### src/rtl/pattern_buf_pkg.sv
// Shared types and sizing helpers for the double-buffered pattern buffer.
// Optional even-parity trailer is enabled by defining PATTERN_BUF_PARITY_EN.
package pattern_buf_pkg;

  typedef enum logic [1:0] {
    IDLE    = 2'd0,
    SHIFT   = 2'd1,
    OVERRUN = 2'd2
  } state_t;

`ifdef PATTERN_BUF_PARITY_EN
  localparam int PARITY_BITS = 1;
`else
  localparam int PARITY_BITS = 0;
`endif

  function automatic int calc_frame_bits(input int width, input int depth);
    return width * depth;
  endfunction

  // Counter must hold the expected frame length plus one saturation value.
  function automatic int calc_cnt_w(input int frame_bits);
    return $clog2(frame_bits + PARITY_BITS + 2);
  endfunction

endpackage

### src/rtl/pattern_buf_frame_ctl.sv
// Frame controller: bit counter, IDLE/SHIFT/OVERRUN FSM and commit/error decision.
// With PATTERN_BUF_PARITY_EN defined, a trailing even-parity bit is expected and checked.
module pattern_buf_frame_ctl
  import pattern_buf_pkg::*;
#(
  parameter int FRAME_BITS = 256
) (
  input  logic   clk,
  input  logic   rst_n,
  input  logic   ssel,
  input  logic   sin,
  output logic   shift_en,
  output logic   commit,
  output logic   frame_err,
  output state_t state
);

  localparam int EXP_BITS = FRAME_BITS + PARITY_BITS;
  localparam int CNT_W    = calc_cnt_w(FRAME_BITS);
  localparam logic [CNT_W-1:0] EXP_C = CNT_W'(EXP_BITS);
  localparam logic [CNT_W-1:0] SAT_C = CNT_W'(EXP_BITS + 1);

  // ssel is a per-cycle valid qualifier for sin; there is no backpressure,
  // a bit is consumed on every sclk edge where ssel is high.
  state_t           state_next;
  logic [CNT_W-1:0] cnt, cnt_next, cnt_inc;
  logic             err_next;
  logic             frame_ok;

`ifdef PATTERN_BUF_PARITY_EN
  localparam logic [CNT_W-1:0] PAY_C = CNT_W'(FRAME_BITS);
  logic par, par_next;
  assign frame_ok = (cnt == EXP_C) && !par;
`else
  logic unused_sin;
  assign unused_sin = sin;
  assign frame_ok   = (cnt == EXP_C);
`endif

  assign cnt_inc = cnt + CNT_W'(1);

  always_ff @(posedge clk or negedge rst_n) begin
    if (!rst_n) begin
      state     <= IDLE;
      cnt       <= '0;
      frame_err <= 1'b0;
`ifdef PATTERN_BUF_PARITY_EN
      par       <= 1'b0;
`endif
    end else begin
      state     <= state_next;
      cnt       <= cnt_next;
      frame_err <= err_next;
`ifdef PATTERN_BUF_PARITY_EN
      par       <= par_next;
`endif
    end
  end

  always_comb begin
    state_next = state;
    cnt_next   = cnt;
    err_next   = frame_err;
`ifdef PATTERN_BUF_PARITY_EN
    par_next   = par;
`endif
    case (state)
      IDLE: begin
        if (ssel) begin
          state_next = SHIFT;
          cnt_next   = CNT_W'(1);
`ifdef PATTERN_BUF_PARITY_EN
          par_next   = sin;
`endif
        end
      end
      SHIFT: begin
        if (ssel) begin
          cnt_next = cnt_inc;
`ifdef PATTERN_BUF_PARITY_EN
          par_next = par ^ sin;
`endif
          if (cnt_inc == SAT_C) state_next = OVERRUN;
        end else begin
          state_next = IDLE;
          err_next   = !frame_ok;
        end
      end
      OVERRUN: begin
        // Counter stays saturated; bits still pass through for the chain.
        if (!ssel) begin
          state_next = IDLE;
          err_next   = 1'b1;
        end
      end
      default: state_next = IDLE;
    endcase
  end

  always_comb begin
    shift_en = ssel;
    commit   = 1'b0;
    if (state == SHIFT && !ssel && frame_ok) commit = 1'b1;
`ifdef PATTERN_BUF_PARITY_EN
    // The trailing parity bit is checked but never enters the shadow bank.
    if (state == SHIFT && cnt == PAY_C) shift_en = 1'b0;
`endif
  end

endmodule

### src/rtl/pattern_buf_dbl.sv
// Double-buffered serial pattern buffer: shadow bank fills serially, active bank is read.
// Build option PATTERN_BUF_PARITY_EN adds a trailing even-parity bit per frame.
module pattern_buf_dbl
  import pattern_buf_pkg::*;
#(
  parameter int BUF_WIDTH = 8,
  parameter int BUF_DEPTH = 32,
  parameter int PTR_W     = $clog2(BUF_DEPTH)
) (
  input  logic                 sclk,
  input  logic                 rst_n,
  input  logic                 ssel,
  input  logic                 sin,
  output logic                 sout,
  input  logic [PTR_W-1:0]     fieldp,
  output logic [BUF_WIDTH-1:0] field_byte,
  output logic                 commit,
  output logic                 frame_err,
  output logic                 busy
);

  localparam int FRAME_BITS = calc_frame_bits(BUF_WIDTH, BUF_DEPTH);
  localparam logic [PTR_W:0] DEPTH_C = (PTR_W + 1)'(BUF_DEPTH);

  logic [BUF_WIDTH-1:0] shadow [BUF_DEPTH];
  logic [BUF_WIDTH-1:0] active [BUF_DEPTH];
  logic                 shift_en;
  state_t               ctl_state;

  pattern_buf_frame_ctl #(
    .FRAME_BITS(FRAME_BITS)
  ) u_ctl (
    .clk      (sclk),
    .rst_n    (rst_n),
    .ssel     (ssel),
    .sin      (sin),
    .shift_en (shift_en),
    .commit   (commit),
    .frame_err(frame_err),
    .state    (ctl_state)
  );

  assign busy = (ctl_state != IDLE);
  assign sout = shadow[BUF_DEPTH-1][BUF_WIDTH-1];

  always_ff @(posedge sclk or negedge rst_n) begin
    if (!rst_n) begin
      for (int i = 0; i < BUF_DEPTH; i++) shadow[i] <= '0;
    end else if (shift_en) begin
      shadow[0] <= {shadow[0][BUF_WIDTH-2:0], sin};
      for (int i = 1; i < BUF_DEPTH; i++)
        shadow[i] <= {shadow[i][BUF_WIDTH-2:0], shadow[i-1][BUF_WIDTH-1]};
    end
  end

  // The first word received ends up at the shadow tail, so the copy reverses
  // word order to make active[k] the k-th word of the frame.
  always_ff @(posedge sclk or negedge rst_n) begin
    if (!rst_n) begin
      for (int i = 0; i < BUF_DEPTH; i++) active[i] <= '0;
    end else if (commit) begin
      for (int i = 0; i < BUF_DEPTH; i++) active[i] <= shadow[BUF_DEPTH-1-i];
    end
  end

  always_comb begin
    field_byte = '0;
    if ({1'b0, fieldp} < DEPTH_C) field_byte = active[fieldp];
  end

endmodule

### config.mk
export PLATFORM = sky130hd
export DESIGN_NAME = pattern_buf_dbl
export DESIGN_NICKNAME = d
export VERILOG_FILES = /design/src/rtl/pattern_buf_pkg.sv /design/src/rtl/pattern_buf_frame_ctl.sv /design/src/rtl/pattern_buf_dbl.sv
export SDC_FILE = /design/constraint.sdc
export NUM_CORES = 1
export LEC_CHECK = 0
export BUFFER_PORTS_ARGS = -buffer_cell sky130_fd_sc_hd__buf_4
export CAP_MARGIN = 0
export CORE_ASPECT_RATIO = 1.1
export CORE_UTILIZATION = 50
export DETAILED_ROUTE_END_ITERATION = 16
export PLACE_DENSITY = 0.65
export SYNTH_ARGS = -nofsm -noshare
export SYNTH_HDL_FRONTEND = slang
export SYNTH_SLANG_ARGS = --single-unit
export TNS_END_PERCENT = 20
### constraint.sdc
create_clock -name sclk -period 3.6 [get_ports sclk]
set_input_delay 0.18 -clock sclk [delete_from_list [all_inputs] [get_ports sclk]]
set_output_delay 0.18 -clock sclk [all_outputs]
set_load 0.02 [all_outputs]
* Yosys cells after proc, flatten, opt, wreduce, memory -nomap -nowiden
Cells that the tools add are included.
Storage, ports and cells: register bits 524, bits in latches 0, RAM bits 0, memory bits (read-only) 0, bits of input ports 9, output and inout bits 12, word-level logic and storage cells 105, memories 0
Cells by class: add/sub/neg operators 1, $mul 0, divide/modulo/power cells 0, $lt $le $gt $ge 1, eq/ne operators 9, shifts and indexed selects 0, mux-type cells 15, bitwise gates (word level) 1, reduce and logical (&&, ||, !) cells 11
Operators by type and width (count):
- binary-select mux 8 bit (select 5 bit) | 1
- equality test 9 bit (second input constant) | 2
- two-way mux 9 bit | 2
- case mux 9 bit (2 select lines) | 1
- two-way mux 8 bit | 2
- adder 9 x 1 -> 9 bit (second input constant) | 1
- AND reduction 3 bit | 3
- two-way mux 2 bit | 4
- != test 2 bit (second input constant) | 4
- greater-or-equal comparator 6 bit (second input constant) | 1
- NOT 5 -> 6 bit | 1
- case mux 2 bit (3 select lines) | 1
- nonzero test 2 bit | 3
- two-way mux 1 bit | 3
- != test 3 x 2 -> 1 bit (second input constant) | 1
- equality test 2 x 1 -> 1 bit (second input constant) | 1
- equality test 2 bit (second input constant) | 1
- logical AND 1 bit | 2
- zero test 1 bit | 2
- zero test 2 bit | 1
- case mux 1 bit (2 select lines) | 1

* Longest topological paths before layout
depth in word-level cells 5, depth in mapped cells 8, gate-level depth less buffers 6

* Hierarchy
From an unflattened synthesis, not the netlist that was laid out.
Unflattened totals: cell total of the unflattened synthesis 1280, area, all modules 21597.0 µm²
By module, submodules not included:
- pattern_buf_dbl | instances 1, cells each 1188, area each 20788.7 µm², seq. area each 12812.3 µm²
- pattern_buf_frame_ctl | instances 1, cells each 92, area each 808.3 µm², seq. area each 300.3 µm²

* Worst setup path after synthesis
Ideal clock, no wire load.
kind input to output, from in fieldp[1], to out field_byte[0], arrival 1.932 ns, required time 3.420 ns, path slack 1.488 ns, stages 5, path buffers 2, cell sequence clkbuf_1 -> clkbuf_1 -> mux4_2 -> mux4_2 -> mux2_2
Between the ends: longest elaborated chain between the ends 4
RTL lines:
- start: declaration | RTL line pattern_buf_dbl.sv:15 | input logic [PTR_W-1:0] fieldp,
- NOT 5 -> 6 bit (not written as such) | RTL line pattern_buf_dbl.sv:68 | if ({1'b0, fieldp} < DEPTH_C) field_byte = active[fieldp];
- binary-select mux 8 bit (select 5 bit) | RTL line pattern_buf_dbl.sv:68
- two-way mux 8 bit (not written as such) (2 in a row) | RTL line pattern_buf_dbl.sv:68
- end: declaration | RTL line pattern_buf_dbl.sv:16 | output logic [BUF_WIDTH-1:0] field_byte,
Every way passes these cells. The select of a mux whose other input is x is not followed.

* Worst setup path in the final report
from reg u_ctl.cnt[0], to out commit
Between the ends: longest elaborated chain between the ends 3
RTL lines:
- start: declaration | RTL line pattern_buf_frame_ctl.sv:26 | logic [CNT_W-1:0] cnt, cnt_next, cnt_inc;
- start signal: assignment | RTL line pattern_buf_frame_ctl.sv:52 | cnt <= cnt_next;
- equality test 9 bit | RTL line pattern_buf_frame_ctl.sv:37 | assign frame_ok = (cnt == EXP_C);
- logical AND 1 bit | RTL line pattern_buf_frame_ctl.sv:103 | if (state == SHIFT && !ssel && frame_ok) commit = 1'b1;
- two-way mux 1 bit | RTL line pattern_buf_frame_ctl.sv:103
- end: declaration | RTL line pattern_buf_dbl.sv:17 | output logic commit,
Every way passes these cells.

==> impl_metrics.env <==
export IMPL_worst_skew_pair_late_latency_ps=590
export IMPL_synth_lib_cells_used_distinct=32
export IMPL_setup_crit_start="u_ctl.cnt[0]"
export IMPL_synth_seq_cells=524
export IMPL_cts_tree="built"
export IMPL_final_critical_path_setup_slack_ps=823.3
export IMPL_place_worst_setup_slack_ps=897.8
export IMPL_route_vias_total=10810
export IMPL_flow_area_growth_from_synthesis_pct=11.81
export IMPL_syn_area_mm2=0.02157
export IMPL_min_delay_path_class="in2reg"
export IMPL_num_rows=79
export IMPL_dominant_combinational_cell_family_by_area_after_synthesis="multiplexers"
export IMPL_detail_route_iter0_violations=547
export IMPL_worstRegToRegCells=7
export IMPL_leak_pwr_uw=0.01201
export IMPL_maxCapViolCount=0
export IMPL_post_synthesis_cells=1282
export IMPL_antenna_found_initial=0
export IMPL_synth_warning_count=0
export IMPL_synth_compound_area_share=0.006845
export IMPL_antenna_diode_count=0
export IMPL_cts_buffer_depth=3
export IMPL_timing_critical_path_from_type="flip-flop"
export IMPL_cts_made_buffers=52
export IMPL_proportion_of_layout_cells_with_a_drive_suffix_above_1=0.5408
export IMPL_report_final_slew_viol_count=0
export IMPL_critical_path_reg2reg_startpoint="u_ctl.cnt[0]"
export IMPL_synth_edf_count=0
export IMPL_timing_slew_headroom=0.3153
export IMPL_post_drt_via_cell_ratio=5.676
export IMPL_timing_worst_setup_path_type="reg2out"
export IMPL_synth_area_leader_cell="dfrtp_1"
export IMPL_final_cell_mix="524 x dfrtp_1, 520 x mux2_2, 80 x mux4_2"
export IMPL_run_status="finished clean"
export IMPL_dieArea_mm2=0.04397
export IMPL_design_power_total_uw=12150
export IMPL_ios=21
export IMPL_root_buffer_master="clkbuf_16"
export IMPL_fp_dieH_um=219.8
export IMPL_via_count_of_the_first_global_routing_pass=11220
export IMPL_cp_buffers_inverters=5
export IMPL_r2r_setup_slack_ps=1260
export IMPL_dp_hpwl_mm=27.28
export IMPL_min_path_cells=2
export IMPL_critPathArrivalTime_ps=2600
export IMPL_synth_xor_xnor_area_share=0.0008121
export IMPL_postSynth_asyncResetShare=1.000
export IMPL_post_synth_cell_area_avg_um2=16.82
export IMPL_finalSetupViolations=0
export IMPL_critical_path_cell_chain="inv_1, ha_1, nor3b_1, nand4_1, buf_4, buf_12, inv_1, buf_4"
export IMPL_synth_main_ff_cell="dfrtp_1"
export IMPL_global_route_total_usage_across_every_layer=0.2067
export IMPL_final_ant_viol_nets=0
export IMPL_r2r_end="active[83]"
export IMPL_timing_critical_path_to_type="output pin"
export IMPL_die_w_um=200.0
export IMPL_yosys_mux_area_fraction=0.3559
export IMPL_synth_sequential_area_ratio=0.6079
export IMPL_drt_wl_total_mm=42.43
export IMPL_portbufs=20
export IMPL_postPlaceCellArea_mm2=0.02235
export IMPL_top_post_synthesis_cells_by_area="dfrtp_1 61%, mux2_2 27%, mux4_2 8.4%, clkbuf_1 0.63%, buf_2 0.53%"
export IMPL_grt_overflow=0
export IMPL_worst_ep_required_time_ps=3420
export IMPL_rsz0062_at_grt="no"
export IMPL_max_clock_freq_mhz=360.1
export IMPL_fin_tns_setup_ps=0
export IMPL_gp_congestion=0.8587
export IMPL_min_period_over_period=0.7713
export IMPL_clkTransAtPathRegs_ps=60
export IMPL_synth_simple_area_share=0.009223
export IMPL_p_per_area_mw_per_mm2=503.9
export IMPL_crit_path_max_fanout=104
export IMPL_utilization=0.5687
export IMPL_syn_nets=1294
export IMPL_placeableCoreArea_mm2=0.04240
export IMPL_synth_adder_area_share=0.001740
export IMPL_pin_count_of_the_biggest_net_entering_global_routing=153
export IMPL_critPathTopFamily="buffers and inverters"
export IMPL_report_final_hold_viol_count=0
export IMPL_ctsHtreeMaxLevel=2
export IMPL_start_util=0.5087
export IMPL_fin_skew_ps=14.02
export IMPL_wl_per_cell_um=22.28
export IMPL_period_minus_slack_ps=2777
export IMPL_route_detailed_drc=0
export IMPL_synth_top_cell_area_share=0.6079
export IMPL_worst_ir_drop_vdd_uv=499.2
export IMPL_design_final_nets=1305
export IMPL_layout_commonest_cell="dfrtp_1"
export IMPL_fin_area_mm2=0.02412
export IMPL_worstMarginPinSlew_ps=1027
export IMPL_first_pass_iters=5
export IMPL_worst_hold_path_endpoint="shadow[213]"
export IMPL_cpPeakStageDelay_ps=460
export IMPL_clock_sink_count=524
export IMPL_slowest_stage="buf_12"
export IMPL_holdCritStartpoint="ssel"
export IMPL_grt_first_pass_wirelength_mm=68.00
## flip-flops by register name, indices dropped and copies added, names as in the netlist
| signal | flops |
|---|---|
| active | 256 |
| shadow | 255 |
| u_ctl.cnt | 9 |
| u_ctl.state | 2 |
| sout | 1 |
| u_ctl.frame_err | 1 |
## what timing repair did
item	4_1_cts	5_1_grt
hold buffers	2	0
endpoints found under the hold margin	67	0
setup endpoints to repair	0	0
resized for setup	0	0
buffers inserted	0	0
## final cells by class
type / instances / area (µm²)
sequential: 524 / 13110
multi-input combinational: 673 / 8079
timing repair buffer: 37 / 447.9
fill: 3325 / 18290
clock buffer: 79 / 1564
clock inverter: 19 / 185.2
inverter: 5 / 18.77
tap: 567 / 709.4
## cells by family (layout without fill, tap and decap cells)
logic type | count (synthesis) | after routing
fa+ha+maj | 3 | 3
xor+xnor | 2 | 2
compound gates | 23 | 23
simple gates | 43 | 43
mux | 602 | 602
flops | 524 | 524
buf+inv | 85 | 140
## per-layer routing
metal	wire length, µm	global-route usage	up-vias
met2	18890	0.2976	177
met4	726	0.05522	0
met5	0	0	-
met1	20630	0.3158	5836
met3	2181	0.04622	60
li1	-	-	4735
## power breakdown
part | internal [µW] | switching, µW | leakage, µW
logic | 234 | 281 | 0.00388
clock network | 3210 | 2250 | 0.000863
registers | 6040 | 129 | 0.00726
## through the flow
step           std cells  hold slack (ps)
2_1_floorplan       1282           -115.6
3_3_place_gp        1804            195.9
3_5_place_dp        1804            191.5
4_1_cts             1904            56.08
5_1_grt             1904            94.38
6_report            1904            91.51
## cell usage after synthesis (all sizes together) (2+ instances only)
cell type,n
nor2,9
xnor2,2
nor3,2
or2,2
clkbuf,36
nand3,5
mux2i,2
nand2,16
a21o,3
a31oi,2
a21oi,3
ha,3
dfrtp,524
o21ai,8
mux4,80
mux2,520
nand4,3
o31ai,3
inv,5
buf,44
nand2b,2
## worst max path at each step
| stage | to | slack (ps) | depth (start not counted) |
|---|---|---|---|
| after floorplan | field_byte[0] | 1490 | 5 |
| after global placement | field_byte[1] | 950 | 6 |
| after detailed placement | field_byte[0] | 900 | 6 |
| after CTS | commit | 740 | 8 |
| after global routing | commit | 600 | 8 |
| final | commit | 820 | 8 |
Note: power is estimated with default switching activity, not from simulation.
